[config.mk]
export PLATFORM = sky130hd
export DESIGN_NAME = shift_add_multiplier_core
export DESIGN_NICKNAME = d
export VERILOG_FILES = /design/src/rtl/mult_pkg.sv /design/src/rtl/shift_add_multiplier_core.sv
export SDC_FILE = /design/constraint.sdc
export NUM_CORES = 1
export LEC_CHECK = 0
export CORE_MARGIN = 3
export CORE_UTILIZATION = 38
export DETAILED_ROUTE_END_ITERATION = 8
export SLEW_MARGIN = 20
export SYNTH_ARGS = -nofsm -noshare
export SYNTH_HDL_FRONTEND = slang
export SYNTH_SLANG_ARGS = --single-unit
[constraint.sdc]
create_clock -name clk -period 5.3 [get_ports clk]
set_input_delay 1.06 -clock clk [delete_from_list [all_inputs] [get_ports clk]]
set_output_delay 1.06 -clock clk [all_outputs]
set_load 0.01 [all_outputs]
[src/rtl/mult_pkg.sv]
// Shared types and constants for the shift-and-add multiply engine.
package mult_pkg;

  // Sequencer states of the multiply engine.
  typedef enum logic [1:0] {
    IDLE = 2'd0,
    CALC = 2'd1,
    DONE = 2'd2
  } mult_state_t;

  // Default operand width; the product is twice as wide.
  localparam int MULT_WIDTH = 16;

  typedef logic [2*MULT_WIDTH-1:0] prod_t;

endpackage : mult_pkg

[src/rtl/shift_add_multiplier_core.sv]
// Radix-2 shift-and-add multiplier: one partial product per cycle, fixed
// WIDTH+1 cycle latency from the start edge to the single-cycle done pulse.
module shift_add_multiplier_core
  import mult_pkg::*;
#(
  parameter int unsigned WIDTH = MULT_WIDTH
) (
  input  logic                 clk,
  input  logic                 reset,
  input  logic                 start,
  input  logic [2*WIDTH-1:0]   multiplicand,
  input  logic [WIDTH-1:0]     multiplier,
  output logic                 busy,
  output logic                 done,
  output logic [2*WIDTH-1:0]   product
);

  localparam int unsigned PW    = 2 * WIDTH;
  localparam int unsigned CNT_W = $clog2(WIDTH + 1);

  mult_state_t       r_state;
  mult_state_t       w_next_state;
  logic [PW-1:0]     r_mcand;
  logic [WIDTH-1:0]  r_mplier;
  logic [PW-1:0]     r_acc;
  logic [CNT_W-1:0]  r_count;
  logic [PW-1:0]     r_product;
  logic [PW-1:0]     w_acc_next;
  logic              w_last_iter;
  logic              w_unused_mcand_hi;

  // The load register zero-extends the multiplicand; its upper half carries no data here.
  assign w_unused_mcand_hi = ^multiplicand[PW-1:WIDTH];

  // Conditional add shared by the accumulator update and the final product capture.
  assign w_acc_next  = r_acc + (r_mplier[0] ? r_mcand : PW'(0));
  assign w_last_iter = (r_count == CNT_W'(WIDTH - 1));

  assign product = r_product;

  // State register and datapath flops.
  always_ff @(posedge clk or posedge reset) begin
    if (reset) begin
      r_state   <= IDLE;
      r_mcand   <= '0;
      r_mplier  <= '0;
      r_acc     <= '0;
      r_count   <= '0;
      r_product <= '0;
    end else begin
      r_state <= w_next_state;
      case (r_state)
        IDLE: begin
          if (start) begin
            r_mcand  <= {{WIDTH{1'b0}}, multiplicand[WIDTH-1:0]};
            r_mplier <= multiplier;
            r_acc    <= '0;
            r_count  <= '0;
          end
        end
        CALC: begin
          r_acc    <= w_acc_next;
          r_mcand  <= r_mcand << 1;
          r_mplier <= r_mplier >> 1;
          r_count  <= r_count + CNT_W'(1);
          // Capture the sum including this cycle's add, not the stale accumulator.
          if (w_last_iter) begin
            r_product <= w_acc_next;
          end
        end
        default: begin
        end
      endcase
    end
  end

  // Next-state decode; start is only honoured from IDLE.
  always_comb begin
    w_next_state = r_state;
    case (r_state)
      IDLE:    if (start) w_next_state = CALC;
      CALC:    if (w_last_iter) w_next_state = DONE;
      DONE:    w_next_state = IDLE;
      default: w_next_state = IDLE;
    endcase
  end

  // Handshake outputs decoded purely from the state register.
  always_comb begin
    busy = 1'b0;
    done = 1'b0;
    busy = (r_state != IDLE);
    done = (r_state == DONE);
  end

endmodule : shift_add_multiplier_core

==> results.md <==
* Layout cells sized above 1 at 0.0870
* Count of nets after finishing at 855
* Fin crit period at ~3.7 ns
* Vias at approximately 5700
* Max_slew headroom at 0.339
* Peak VDD IR at between 0.2 and 0.25 mV
* CP arrival at 3.96 ns
* Routed WL at roughly 17000 um
* Max H-tree Level at 4
* LEAKAGE at approximately 0.0036 uW
* Final Util at 0.478
* I/O pin count at 85
* CTS Root Cell: clkbuf_16
* Initial antenna violation count at 0
* Post-CTS Setup Repair Bufs at 0
* Crit end category: flop
* Hold Path Class: flop to flop
* Final setup violation count at 0
* Vias per cell at 5.64
* Cell variety after synth at between 50 and 60
* RSZ-0062 raised after global routing: false
* Sequential fraction of the synthesis area at 0.437
* Setup TNS at 0 ns
* Clock tree sinks at between 100 and 150
* Status: complete, no violations
* Iter 0 DRT Violations at about 300
* Drt pass-1 iters at 5
* Mapped Cells at roughly 730
* Synth-to-layout area growth at 22.0%
* Clock skew at between 0.015 and 0.02 ns
* Clk buf depth at 2
* First-pass GRT wire length at 28900 um
* Grt ovf at 0
* Die area at 19600 um2
* Hold buffer count at CTS at 0
* Routed Antenna Nets at 0
* Worst Path Buf+Inv at 0
* Core Rows at 48
* Met3 Resource Use GR at 0.0389
* Met2 Use GR at 0.288
* Max-slew violations at 0
* Drt wl/cell at approximately 17 um
* Number of global-route vias before repair at 5766
* Crit-path max FO at 34
* Primary FF master, synth: dfrtp_1
* Fillers at 1637
* GR Util met1 at 0.239
* Fmax at roughly 270 MHz
* Worst Setup Path Type: flop to flop
* CTS clk-pin slew, worst paths at about 0.060 ns
* Post-DP Area at about 7700 um2
* Worst-Margin Slew at between 0.9 and 1 ns
* Antenna Cells at 0
* # port buffers at 68
* Starting density of the core at 0.392
* Post-synth EDFFs at 0
* DRC violation count after routing at 0
* Gp weighted congestion at 0.833
* CTS buffer count at 17
* Worst EP required at 5.57 ns
* GRT busiest layer: met2
* Post-CTS sizing at 0
* Max-Cap Viols at 0
* Crit-path cells: and2_1 > ha_1 > fa_1 > a21o_1 > a221oi_4 > o21a_4 > nor3_1 > o41ai_1 > xor2_1 > o21ai_0
* Power per cell area at 561 nW/um2
* Skew-Pair Late Insertion Delay at roughly 0.43 ns
* Worst hold margin at between 0.4 and 0.5 ns
* Post-Syn Area at 6820 um2
* Slowest cell delay on critical path at 0.76 ns
* Post-Layout Inst Area at about 8300 um2
* Post-synth ARST share at 1.00
* Largest net degree at the start of global routing at between 70 and 80
* Final hold vios at 0
* Fin crit share at 0.696
* Post-DP HPWL at ~11000 um
* Yosys reg bits at about 120
* Total Routing Usage GR at 0.178
* Yosys warnings at 0
* Core Area at 17400 um2
* Worst path slowest cell: dfrtp_1
* Die Width at ~140 um
* Post-synth net total at 814
* Critical Path Start Type: flop
* Delay-heaviest family, CP: compound AO/OA/AOI/OAI gates
* CTS tree: yes
* Avg Cell Area, Syn at 9.36 um2
* Die Y at between 100 and 150 um
cells in the mapped netlist, drive strengths merged, types with 5 or more instances:
master | n | share of area
nor2 | 21 | 0.012
xnor2 | 15 | 0.019
dfrtp | 119 | 0.44
nand3 | 11 | 0.0081
a22oi | 30 | 0.033
a22o | 39 | 0.050
nor2b | 36 | 0.033
xor2 | 12 | 0.015
buf | 5 | 0.0031
and2 | 34 | 0.031
inv | 10 | 0.0055
a21o | 6 | 0.0066
o21a | 5 | 0.0066
mux2 | 15 | 0.025
a21oi | 72 | 0.053
nand2 | 74 | 0.041
o21ai | 71 | 0.052
nor3 | 5 | 0.0037
nand4 | 19 | 0.017
ha | 33 | 0.061
clkbuf | 49 | 0.027
worst register-to-register path, delay by kind of cell, from the launching register on:
kind                       cells  cell delay [ns]
AOI/OAI and AO/OA              5             1.50
DFF                            1             0.76
adders and majority gates      2             0.62
and+or+nand+nor                2             0.44
xor gates and xnor gates       1             0.25
metrics by stage:
stage | std cells | setup WS, ns | total power (uW)
5_1_grt | 1007 | 1.39 | 5010
6_report | 1007 | 1.61 | 4670
2_1_floorplan | 729 | 1.08 | 2790
4_1_cts | 1007 | 1.56 | 4720
3_3_place_gp | 976 | 1.67 | 3350
3_5_place_dp | 976 | 1.59 | 3410
state kept, by name, indices dropped and copies added, names as in the netlist:
register  count
r_acc        32
r_state       2
r_count       5
product      32
r_mcand      32
r_mplier     16
logic make-up (layout without fill, tap and decap cells):
logic type / Yosys count / in the layout / share of synthesized area
mux: 15 / 15 / 0.0248
flops: 119 / 119 / 0.437
compound gates: 256 / 256 / 0.244
buf+inv: 64 / 117 / 0.0359
fa+ha+maj: 34 / 34 / 0.0635
xor+xnor: 27 / 27 / 0.0347
simple gates: 214 / 214 / 0.161
final cells by class:
cell class,instances,area (um2),share of cell area
clock buffer,23,488,0.0586
inverter,10,40.0,0.00481
clock inverter,8,168,0.0202
tap,225,282,0.0338
timing repair buffer,76,741,0.0890
multi-input combinational,546,3620,0.436
sequential,119,2980,0.358
report_power, final:
part | switching, uW | total (uW) | internal, uW | leakage (uW)
Sequential | 287 | 1560 | 1270 | 0.00154
Combinational | 988 | 1830 | 840 | 0.00178
Clock | 403 | 1280 | 879 | 0.000319
Total | 1680 | 4670 | 2990 | 0.00363
path summary, 6_finish.rpt:
kind,start,end,slack [ns],cells after the start
setup reg to reg,r_mplier[0]$_DFFE_PP0P_,r_acc[30]$_DFFE_PP0P_,1.61,10
hold / removal,product[22]$_DFFE_PP0P_,product[22]$_DFFE_PP0P_,0.48,2
setup / recovery,r_mplier[0]$_DFFE_PP0P_,r_acc[30]$_DFFE_PP0P_,1.61,10
hold reg to reg,product[22]$_DFFE_PP0P_,product[22]$_DFFE_PP0P_,0.48,2
max in group asynchronous,reset,product[11]$_DFFE_PP0P_,3.21,3
min in group asynchronous,reset,r_mcand[23]$_DFFE_PP0P_,1.16,2
per-layer routing:
metal | wire length [um] | share of wire
met3 | 795 | 0.047
met5 | 0 | 0
met2 | 7990 | 0.47
met1 | 7970 | 0.47
met4 | 278 | 0.016
cells in the final DEF, fill, tap and decap left out, types with 21 or more instances in the layout:
cell type and count:
a22o_1 39, dfrtp_1 119, nor2b_1 34, clkdlybuf4s50_1 68, a21oi_1 72, a22oi_1 30, o21ai_0 71, nand2_1 74
and2_1 34, nor2_1 21, ha_1 33
(Power assumes the default switching activity.)
==> RTL edit: new RTL, same flow settings <==
Encoding of `mult_state_t`: now one-hot (3 bits for 3 states).
--- a/src/rtl/mult_pkg.sv
+++ b/src/rtl/mult_pkg.sv
@@ -4,6 +4,6 @@
   // Sequencer states of the multiply engine.
-  typedef enum logic [1:0] {
-    IDLE = 2'd0,
-    CALC = 2'd1,
-    DONE = 2'd2
+  typedef enum logic [2:0] {
+    IDLE = 3'b001,
+    CALC = 3'b010,
+    DONE = 3'b100
   } mult_state_t;
Check against the original RTL: same outputs for any inputs over 10 cycles, from zero or initial values and one cycle with reset high; not proved beyond that.
==> RTL edit against the original RTL <==
Cell area down 5.2%; wire length down 10%; worst setup slack better by 0.065 ns; combinational power down 38%; synthesized area down 4.6%; via count down 4.8%; power down 26%; sequential cell count up 1; first-iteration DRC count up 13%.
==> RTL edit: results (changes against the original RTL) <==
Synthesis
  • Top cells by count, synth: nand2_1, dfrtp_1, o21ai_0
  • Synth cell types: 48 (-14%)
  • Seq/Total Area, Yosys: 46.16% (+2.5 points)
  • Ys flop type: dfrtp_1
  • Syn. warnings: 0 (unchanged)
  • Syn_nets: 834 (+2.5%)
  • Area contributors post-synth: dfrtp_1, nand2_1, o21ai_0, ha_1, nor2_1
  • Xor/xnor share of the synthesized area: 3.902% (+0.44 points)
  • Adder-cell share of the synthesized area: 6.651% (+0.30 points)
  • FFs w/ async S/R, synth: 100.0% (unchanged)
  • Post-synthesis compound-gate area fraction: 18.78% (-5.6 points)
  • Mux cell area share after synthesis: 0.4998% (-2.0 points)

Outcome
  • Status: finished clean

Power and ir drop
  • Worst VDD drop: 0.2518 mV (+5.8%)
  • Pleak: 3.469 nW (-4.6%)
  • Sw Ratio: 36.64% (+0.71 points)

CTS
  • Clock tree buffer depth: 2 (unchanged)
  • CTS Buf Count: 17 (unchanged)
  • Hold_buf cts: 0 (unchanged)
  • Setup Fix Bufs, Post-CTS: 0 (unchanged)
  • Root buf cell: clkbuf_16
  • Post-CTS sizing: 0 (unchanged)
  • H-tree depth: 4 (unchanged)
  • Clock-pin slew on the worst setup and hold paths: 0.05 ns
  • Clk Latency, worst-skew pair: 0.42 ns

Detailed routing
  • DR vias: 5410 (-4.8%)
  • Initial DRC count: 343 (+13%)
  • WL/cell: 14.91 um (-12%)
  • Pre-antenna DRT Iters: 4 (-1)

Setup path
  • CP max-delay cell: dfrtp_1
  • Slowest stage delay, CP: 0.66 ns (-0.10 ns)
  • Worst path top cell family by delay: compound AO/OA/AOI/OAI gates
  • CP arrival: 3.89 ns (-0.07 ns)
  • Critical Path Fanout Max: 33 (-2.9%)

Cells and area
  • ANT cells: 0 (unchanged)
  • Filler cells: 1621 (-0.98%)
  • Layout cell share with drive strength beyond 1: 5.824% (-2.9 points)
  • Final #Nets: 882 (+3.2%)

Global routing
  • GRT Util Overall: 17.75% (-0.065 points)
  • First-pass GRT wire length: 26.37 mm (-8.7%)
  • Largest net degree at the start of global routing: 76 (+2.7%)
  • Initial antenna violation count: 0 (unchanged)

Timing
  • Setup violators final: 0 (unchanged)
  • Setup Skew: 0.004099 ns (-0.01245 ns)
  • Slew @ Worst Pin: 0.8850 ns (-0.1071 ns)

Placement
  • DP Wirelength: 10.57 mm (-7.6%)
  • Setup slack at placement: 1.684 ns (+0.09367 ns)
  • Routability Congestion: 0.8797 (+5.6%)
  • Port-buffer cells: 68 (unchanged)

Hold path
  • Hold Crit Class: reg -> reg
RTL edit: cell types whose count changed after synthesis, sizes merged, moves of 10 or more:
cell,change
nand2,+69
nor2,+40
a22o,-39
a21oi,-35
nor2b,-32
a22oi,-30
o21ai,+30
nand3,+19
a31oi,+17
o22ai,+14
mux2,-13
clkbuf,-11
nand4,-10
RTL edit: path summary, 6_finish.rpt:
path / startpoint / to / slack (ns) / depth (start not counted)
hold / removal: product[2] / product[2] / 0.48 / 2
setup / recovery: r_mplier[0] / r_acc[26] / 1.68 / 11
min in group asynchronous: reset / product[17] / 1.19 / 2
hold reg to reg: product[2] / product[2] / 0.48 / 2
setup reg to reg: r_mplier[0] / r_acc[26] / 1.68 / 11
max in group asynchronous: reset / r_state[0] / 3.19 / 3
RTL edit: power by group through the flow:
stage,Sequential (mW),Combinational (mW),Clock [mW]
6_report,1.25,1.13,1.06
3_5_place_dp,1.27,1.13,0
4_1_cts,1.25,1.14,1.08
5_1_grt,1.28,1.29,1.12
3_3_place_gp,1.26,1.10,0
2_1_floorplan,1.20,0.872,0
RTL edit: metrics by stage:
stage	cell area [sq um]	instances	power [mW]
2_1_floorplan	6509	749	2.076
3_3_place_gp	7350	998	2.359
3_5_place_dp	7351	998	2.397
4_1_cts	7881	1027	3.472
5_1_grt	7886	1027	3.699
6_report	7886	1027	3.437
RTL edit: cell type report:
cell class              count  area, sq um  share of cell area (%)
multi-input cells         577         3326                   42.17
flip-flops and latches    120         3004                   38.09
repair buffers             73        718.2                   9.107
clock buffers              25        485.5                   6.156
well taps                 220        275.3                   3.490
clock inverters             4        45.04                  0.5712
inverters                   8        32.53                  0.4125
RTL edit: metal layers:
layer	part of all wire, %	GRT usage (%)
met1	47	24.03
met2	47	28.12
met4	1.8	6.541
met5	0	0
met3	3.9	3.787
